===== src/rtl/hilo_div_unit_if.sv =====
// HI/LO + divider bus bundle between the ALU stage and hilo_div_unit.
// Master drives the op; slave returns busy, hi/lo and the divide-by-zero pulse.
interface hilo_div_unit_if #(
    parameter int WIDTH = 32
);
    logic                 start;
    logic [2:0]           hiloOp;
    logic [2*WIDTH-1:0]   aluResult;
    logic [WIDTH-1:0]     A;
    logic [WIDTH-1:0]     B;
    logic                 flush;
    logic                 busy;
    logic [WIDTH-1:0]     hi;
    logic [WIDTH-1:0]     lo;
    logic                 divByZero;

    modport master (
        output start, hiloOp, aluResult, A, B, flush,
        input  busy, hi, lo, divByZero
    );

    modport slave (
        input  start, hiloOp, aluResult, A, B, flush,
        output busy, hi, lo, divByZero
    );
endinterface


===== src/rtl/hilo_div_unit.sv =====
// HI/LO register file with a 32-iteration restoring divider (DIV/DIVU).
// Optional macro HILO_BYPASS_EN forwards MULT/MTHI/MTLO writes to hi/lo.
module hilo_div_unit #(
    parameter int WIDTH = 32
) (
    input  logic             clk,
    input  logic             rst_n,
    hilo_div_unit_if.slave   bus
);
    localparam int CW = $clog2(WIDTH);
    localparam logic [CW-1:0] LAST = CW'(WIDTH - 1);

    localparam logic [2:0] OP_MULT = 3'd1;
    localparam logic [2:0] OP_MTHI = 3'd2;
    localparam logic [2:0] OP_MTLO = 3'd3;
    localparam logic [2:0] OP_DIV  = 3'd4;
    localparam logic [2:0] OP_DIVU = 3'd5;

    typedef enum logic [1:0] {
        S_IDLE,
        S_DIVIDE,
        S_FIXUP
    } state_t;

    state_t            state_q, state_d;
    logic [CW-1:0]     cnt_q, cnt_d;
    logic [WIDTH-1:0]  hi_q, hi_d;
    logic [WIDTH-1:0]  lo_q, lo_d;
    logic [WIDTH-1:0]  dvd_q, dvd_d;
    logic [WIDTH-1:0]  dvs_q, dvs_d;
    logic [WIDTH-1:0]  rem_q, rem_d;
    logic              qneg_q, qneg_d;
    logic              rneg_q, rneg_d;
    logic              dbz_q, dbz_d;

    logic              accept;
    logic              a_neg, b_neg;
    logic [WIDTH-1:0]  a_mag, b_mag;
    logic [WIDTH:0]    rem_sh;
    logic              fits;

    assign accept = bus.start && (state_q == S_IDLE) && !bus.flush;
    assign a_neg  = (bus.hiloOp == OP_DIV) && bus.A[WIDTH-1];
    assign b_neg  = (bus.hiloOp == OP_DIV) && bus.B[WIDTH-1];
    assign a_mag  = a_neg ? -bus.A : bus.A;
    assign b_mag  = b_neg ? -bus.B : bus.B;

    // Partial remainder shifted left with the next dividend bit brought in
    assign rem_sh = {rem_q, dvd_q[WIDTH-1]};
    assign fits   = rem_sh >= {1'b0, dvs_q};

    // State and datapath registers, cleared asynchronously
    always_ff @(posedge clk or negedge rst_n) begin
        if (!rst_n) begin
            state_q <= S_IDLE;
            cnt_q   <= '0;
            hi_q    <= '0;
            lo_q    <= '0;
            dvd_q   <= '0;
            dvs_q   <= '0;
            rem_q   <= '0;
            qneg_q  <= 1'b0;
            rneg_q  <= 1'b0;
            dbz_q   <= 1'b0;
        end else begin
            state_q <= state_d;
            cnt_q   <= cnt_d;
            hi_q    <= hi_d;
            lo_q    <= lo_d;
            dvd_q   <= dvd_d;
            dvs_q   <= dvs_d;
            rem_q   <= rem_d;
            qneg_q  <= qneg_d;
            rneg_q  <= rneg_d;
            dbz_q   <= dbz_d;
        end
    end

    // Next-state: op accept, one restoring step per cycle, sign fixup
    always_comb begin
        state_d = state_q;
        cnt_d   = cnt_q;
        hi_d    = hi_q;
        lo_d    = lo_q;
        dvd_d   = dvd_q;
        dvs_d   = dvs_q;
        rem_d   = rem_q;
        qneg_d  = qneg_q;
        rneg_d  = rneg_q;
        dbz_d   = 1'b0;
        unique case (state_q)
            S_IDLE: begin
                if (accept) begin
                    unique case (bus.hiloOp)
                        OP_MULT: {hi_d, lo_d} = bus.aluResult;
                        OP_MTHI: hi_d = bus.A;
                        OP_MTLO: lo_d = bus.A;
                        OP_DIV, OP_DIVU: begin
                            if (bus.B == '0) begin
                                dbz_d = 1'b1;
                            end else begin
                                dvd_d   = a_mag;
                                dvs_d   = b_mag;
                                rem_d   = '0;
                                cnt_d   = '0;
                                qneg_d  = a_neg ^ b_neg;
                                rneg_d  = a_neg;
                                state_d = S_DIVIDE;
                            end
                        end
                        default: ;
                    endcase
                end
            end
            S_DIVIDE: begin
                if (bus.flush) begin
                    state_d = S_IDLE;
                end else begin
                    rem_d = fits ? (rem_sh[WIDTH-1:0] - dvs_q)
                                 : rem_sh[WIDTH-1:0];
                    dvd_d = {dvd_q[WIDTH-2:0], fits};
                    cnt_d = cnt_q + CW'(1);
                    if (cnt_q == LAST) state_d = S_FIXUP;
                end
            end
            S_FIXUP: begin
                state_d = S_IDLE;
                if (!bus.flush) begin
                    lo_d = qneg_q ? -dvd_q : dvd_q;
                    hi_d = rneg_q ? -rem_q : rem_q;
                end
            end
            default: state_d = S_IDLE;
        endcase
    end

    assign bus.busy      = (state_q != S_IDLE);
    assign bus.divByZero = dbz_q;

`ifdef HILO_BYPASS_EN
    // Only an idle accept can write in the same cycle, so FIXUP is never forwarded
    assign bus.hi = accept ? hi_d : hi_q;
    assign bus.lo = accept ? lo_d : lo_q;
`else
    assign bus.hi = hi_q;
    assign bus.lo = lo_q;
`endif

endmodule

===== src/flat_wrapper.sv =====
// flat-port wrapper written by rule: the top's interface ports become plain ports
module hilo_div_unit_flat 
#(
    parameter int WIDTH = 32
)
  (clk, rst_n, bus_start, bus_hiloOp, bus_aluResult, bus_A, bus_B, bus_flush, bus_busy, bus_hi, bus_lo, bus_divByZero);
  hilo_div_unit_if #(.WIDTH(WIDTH)) bus_i ();
  input  logic clk;
  input  logic rst_n;
  input wire logic [$bits(bus_i.start)-1:0] bus_start;
  input wire logic [$bits(bus_i.hiloOp)-1:0] bus_hiloOp;
  input wire logic [$bits(bus_i.aluResult)-1:0] bus_aluResult;
  input wire logic [$bits(bus_i.A)-1:0] bus_A;
  input wire logic [$bits(bus_i.B)-1:0] bus_B;
  input wire logic [$bits(bus_i.flush)-1:0] bus_flush;
  output wire logic [$bits(bus_i.busy)-1:0] bus_busy;
  output wire logic [$bits(bus_i.hi)-1:0] bus_hi;
  output wire logic [$bits(bus_i.lo)-1:0] bus_lo;
  output wire logic [$bits(bus_i.divByZero)-1:0] bus_divByZero;
  assign bus_i.start = bus_start;
  assign bus_i.hiloOp = bus_hiloOp;
  assign bus_i.aluResult = bus_aluResult;
  assign bus_i.A = bus_A;
  assign bus_i.B = bus_B;
  assign bus_i.flush = bus_flush;
  assign bus_busy = bus_i.busy;
  assign bus_hi = bus_i.hi;
  assign bus_lo = bus_i.lo;
  assign bus_divByZero = bus_i.divByZero;
  hilo_div_unit #(.WIDTH(WIDTH)) u_core (.clk(clk), .rst_n(rst_n), .bus(bus_i));
endmodule

===== config.mk =====
export PLATFORM = sky130hd
export DESIGN_NAME = hilo_div_unit_flat
export DESIGN_NICKNAME = d
export VERILOG_FILES = /design/src/rtl/hilo_div_unit_if.sv /design/src/rtl/hilo_div_unit.sv /design/src/flat_wrapper.sv
export SDC_FILE = /design/constraint.sdc
export NUM_CORES = 1
export LEC_CHECK = 0
export CAP_MARGIN = 10
export CORE_ASPECT_RATIO = 1.25
export CORE_UTILIZATION = 39
export CTS_CLUSTER_SIZE = 25
export DETAILED_ROUTE_END_ITERATION = 7
export PLACE_DENSITY_LB_ADDON = 0.08
export SLEW_MARGIN = 5
export SYNTH_ARGS = -nofsm -noshare
export SYNTH_HDL_FRONTEND = slang
export SYNTH_SLANG_ARGS = --single-unit
export TNS_END_PERCENT = 30

===== constraint.sdc =====
create_clock -name clk -period 9.55 [get_ports clk]
set_clock_uncertainty 0.2 [all_clocks]
set_input_delay 1.91 -clock clk [delete_from_list [all_inputs] [get_ports clk]]
set_output_delay 1.91 -clock clk [all_outputs]
set_load 0.03 [all_outputs]

==> run_results.csv <==
group,metric,value,unit
run_status,outcome,"finished clean",
global_routing,antenna_found_initial,0,
sta,hold_violations,0,
clock_network,clock_latency,440,ps
power,intPower,0.00243,W
finish,final_cell_area,15100,µm²
logic_synthesis,synth_cell_types,61,
hold_path,hold_path.class,"reg -> reg",
detailed_routing,routed_wl,37.9,mm
logic_synthesis,ys.flop_type,"dfrtp_1",
power,p_switching,0.00211,W
power,total_power,0.00453,W
sta,setup_viol,0,
floorplan,fp.dieH,201,µm
logic_synthesis,synth_nets,1761,
power,power_leakage,6.43,nW
worst_setup_path,path_class,"in -> reg",
detailed_routing,antenna_left,0,
floorplan,row_count,72,
clock_network,clkTransAtPathRegs,60,ps
placed_design,gp_congestion,0.908,
run,cap_violations,0,
floorplan,die_w,161,µm
sta,hold_ws,277,ps
global_routing,grt_max_degree,98,
worst_setup_path,crit_path_end_kind,"flop",
floorplan,coreArea,31000,µm²
clock_network,cts_made_buffers,17,
floorplan,ioPinCount,201,
detailed_routing,num_vias,11600,
clock_network,clock_path_buffers,2,
floorplan,die_area,32300,µm²
sta,rsz0062_at_grt,"false",
detailed_routing,drc,0,
global_routing,grt-ovfl-total,0,
worst_setup_path,crit_required,9620,ps
sta,min_period_over_period,0.672,
logic_synthesis,synth_area_leader_cell,"dfrtp_1",
sta,tightest_slew,1040,ps
sta,slew_violations,0,
sta,fmax,0.156,GHz
sta,fin_setup_tns,0,ps
global_routing,first_global_vias,11100,
detailed_routing,wl_per_cell,17.7,µm
power,pwr-share-comb,0.559,
worst_setup_path,crit_fanout,73,
finish,area_delta_synth_final,22.6,%
power,p_sw_frac,0.465,
floorplan,start_util,0.398,
logic_synthesis,synth_most_common_cell,"nand2_1",
worst_setup_path,rr_worst_depth,13,
clock_network,cts_root_buf,"clkbuf_16",
finish,drive_gt1_frac,0.0351,
power,clock_power_share,0.151,
detailed_routing,vias_per_cell,5.41,
power,p_per_area,300,nW/µm²
worst_setup_path,cp.arrival,6490,ps
logic_synthesis,syn-cell-area,12300,µm²
logic_synthesis,ys_ff_latch,170,
logic_synthesis,synth_edf_count,0,
placed_design,hpwl,28.7,mm
power,power_frac_seq,0.289,
worst_setup_path,start_kind,"input pin",
global_routing,groute.usage.overall,0.236,
placed_design,io_buffers,200,
clock_network,post_cts_buffers,0,
logic_synthesis,synth_top_cell_area_share,0.345,
logic_synthesis,synthTopCellsByCount,"281 x nand2_1, 213 x o21ai_0, 177 x a21oi_1",
sta,min_period,6420,ps
clock_network,post_cts_resized,0,
detailed_routing,drt_pass1_iterations,7,
finish,num_antenna_cells,0,
logic_synthesis,ys_async_sr_fraction,1.00,
clock_network,cts-htree-levels,4,
clock_network,cts_tree,"built",
sta,relSlewSlack,0.304,
clock_network,postCtsHoldBufs,0,
logic_synthesis,yosys_warnings,0,
logic_synthesis,synth_cells,1587,
finish,nets,1900,
power,peakVddDrop,0.143,mV
logic_synthesis,avgSynthCellArea,7.77,µm²
logic_synthesis,ys_seq_area_frac,0.345,
hold_path,min_path_cells,2,
clock_network,cts_sinks,170,
placed_design,placed_area,14600,µm²
global_routing,grt_first_pass_wirelength,60.4,mm
logic_synthesis,synth_area_leaders,"dfrtp_1 35%, o21ai_0 8.6%, nand2_1 8.6%",
detailed_routing,first_iter_violations,600,
## sequential cells by signal, indices dropped and copies added, names as in the netlist
signal	count
u_core.qneg_q	1
u_core.bus.hi	32
u_core.dvs_q	32
u_core.state_q	2
u_core.bus.lo	32
u_core.dvd_q	32
u_core.cnt_q	5
u_core.bus.divByZero	1
u_core.rem_q	32
u_core.rneg_q	1
## final timing paths
kind                                            endpoint                           from  slack [ps]
max                         u_core.dvd_q[29]$_DFFE_PN0P_                       bus_B[2]        3130
min                        u_core.bus.lo[11]$_DFFE_PN0P_  u_core.bus.lo[11]$_DFFE_PN0P_         280
max reg2reg                 u_core.rem_q[30]$_DFFE_PN0P_   u_core.dvd_q[31]$_DFFE_PN0P_        5630
min reg2reg                u_core.bus.lo[11]$_DFFE_PN0P_  u_core.bus.lo[11]$_DFFE_PN0P_         280
max in group asynchronous   u_core.dvs_q[10]$_DFFE_PN0P_                          rst_n        6240
min in group asynchronous  u_core.bus.lo[28]$_DFFE_PN0P_                          rst_n        1360
## critical path, cell delays in order
cell and delay [ps]:
clkdlybuf4s50_1 500, or4_1 570, nor3_1 600, nand4_1 370
or4_1 680, a31oi_1 190, or3_2 140, buf_4 530
nand2b_1 740, o221ai_1 220
## per-layer routing
metal | wire length [µm] | up-vias | global-route usage
met3 | 1550 | 45 | 0.0287
met2 | 18700 | 303 | 0.405
met1 | 16900 | 5417 | 0.309
li1 | - | 5837 | -
met5 | 0 | - | 0
met4 | 778 | 0 | 0.0704
## kinds of logic after synthesis
group,share of synthesized area
AOI/OAI and AO/OA,0.238
buffers and inverters,0.0487
DFF,0.345
and+or+nand+nor,0.194
muxes,0.0318
adders and majority gates,0.0402
xor gates and xnor gates,0.103
## power by group through the flow
stage | clock, W | sequential, W | combinational [W]
after detailed placement | 0 | 0.00132 | 0.00253
after global routing | 0.000721 | 0.00136 | 0.00281
after CTS | 0.000700 | 0.00131 | 0.00254
after floorplan | 0 | 0.00139 | 0.00166
final | 0.000686 | 0.00131 | 0.00253
after global placement | 0 | 0.00131 | 0.00252
## layout make-up
| cell class | count | area [µm²] |
|---|---|---|
| fill | 3134 | 15900 |
| multi-input combinational | 1271 | 7510 |
| sequential | 170 | 4250 |
| timing repair buffer | 210 | 2080 |
| tap | 407 | 509 |
| clock buffer | 24 | 462 |
| inverter | 56 | 210 |
| clock inverter | 8 | 95.1 |
## per-stage QoR
step | setup slack, ps | util | std cells
global placement | 2840 | 0.470 | 2114
finish | 3130 | 0.488 | 2146
CTS | 3160 | 0.488 | 2146
detailed placement | 2700 | 0.470 | 2114
floorplan | 4800 | - | 1587
global route | 2910 | 0.488 | 2146
## cells in the final DEF, fill, tap and decap left out, types with 7 or more instances in the layout
cell,instances
or4_1,11
nor4_1,10
nand2b_1,16
clkdlybuf4s50_1,199
buf_4,10
and3_1,9
ha_1,38
mux2i_1,38
nand3_1,22
a31oi_1,10
or3_1,13
xnor2_1,87
inv_1,56
o21ai_0,213
nor2b_1,7
a21o_1,9
o31ai_1,31
o221ai_1,9
nor3_1,27
a21oi_1,177
clkbuf_16,17
a22oi_1,8
dfrtp_1,170
o41ai_1,15
nor2_1,101
xor2_1,58
nand2_1,281
Power figures use the tool's default switching activity.
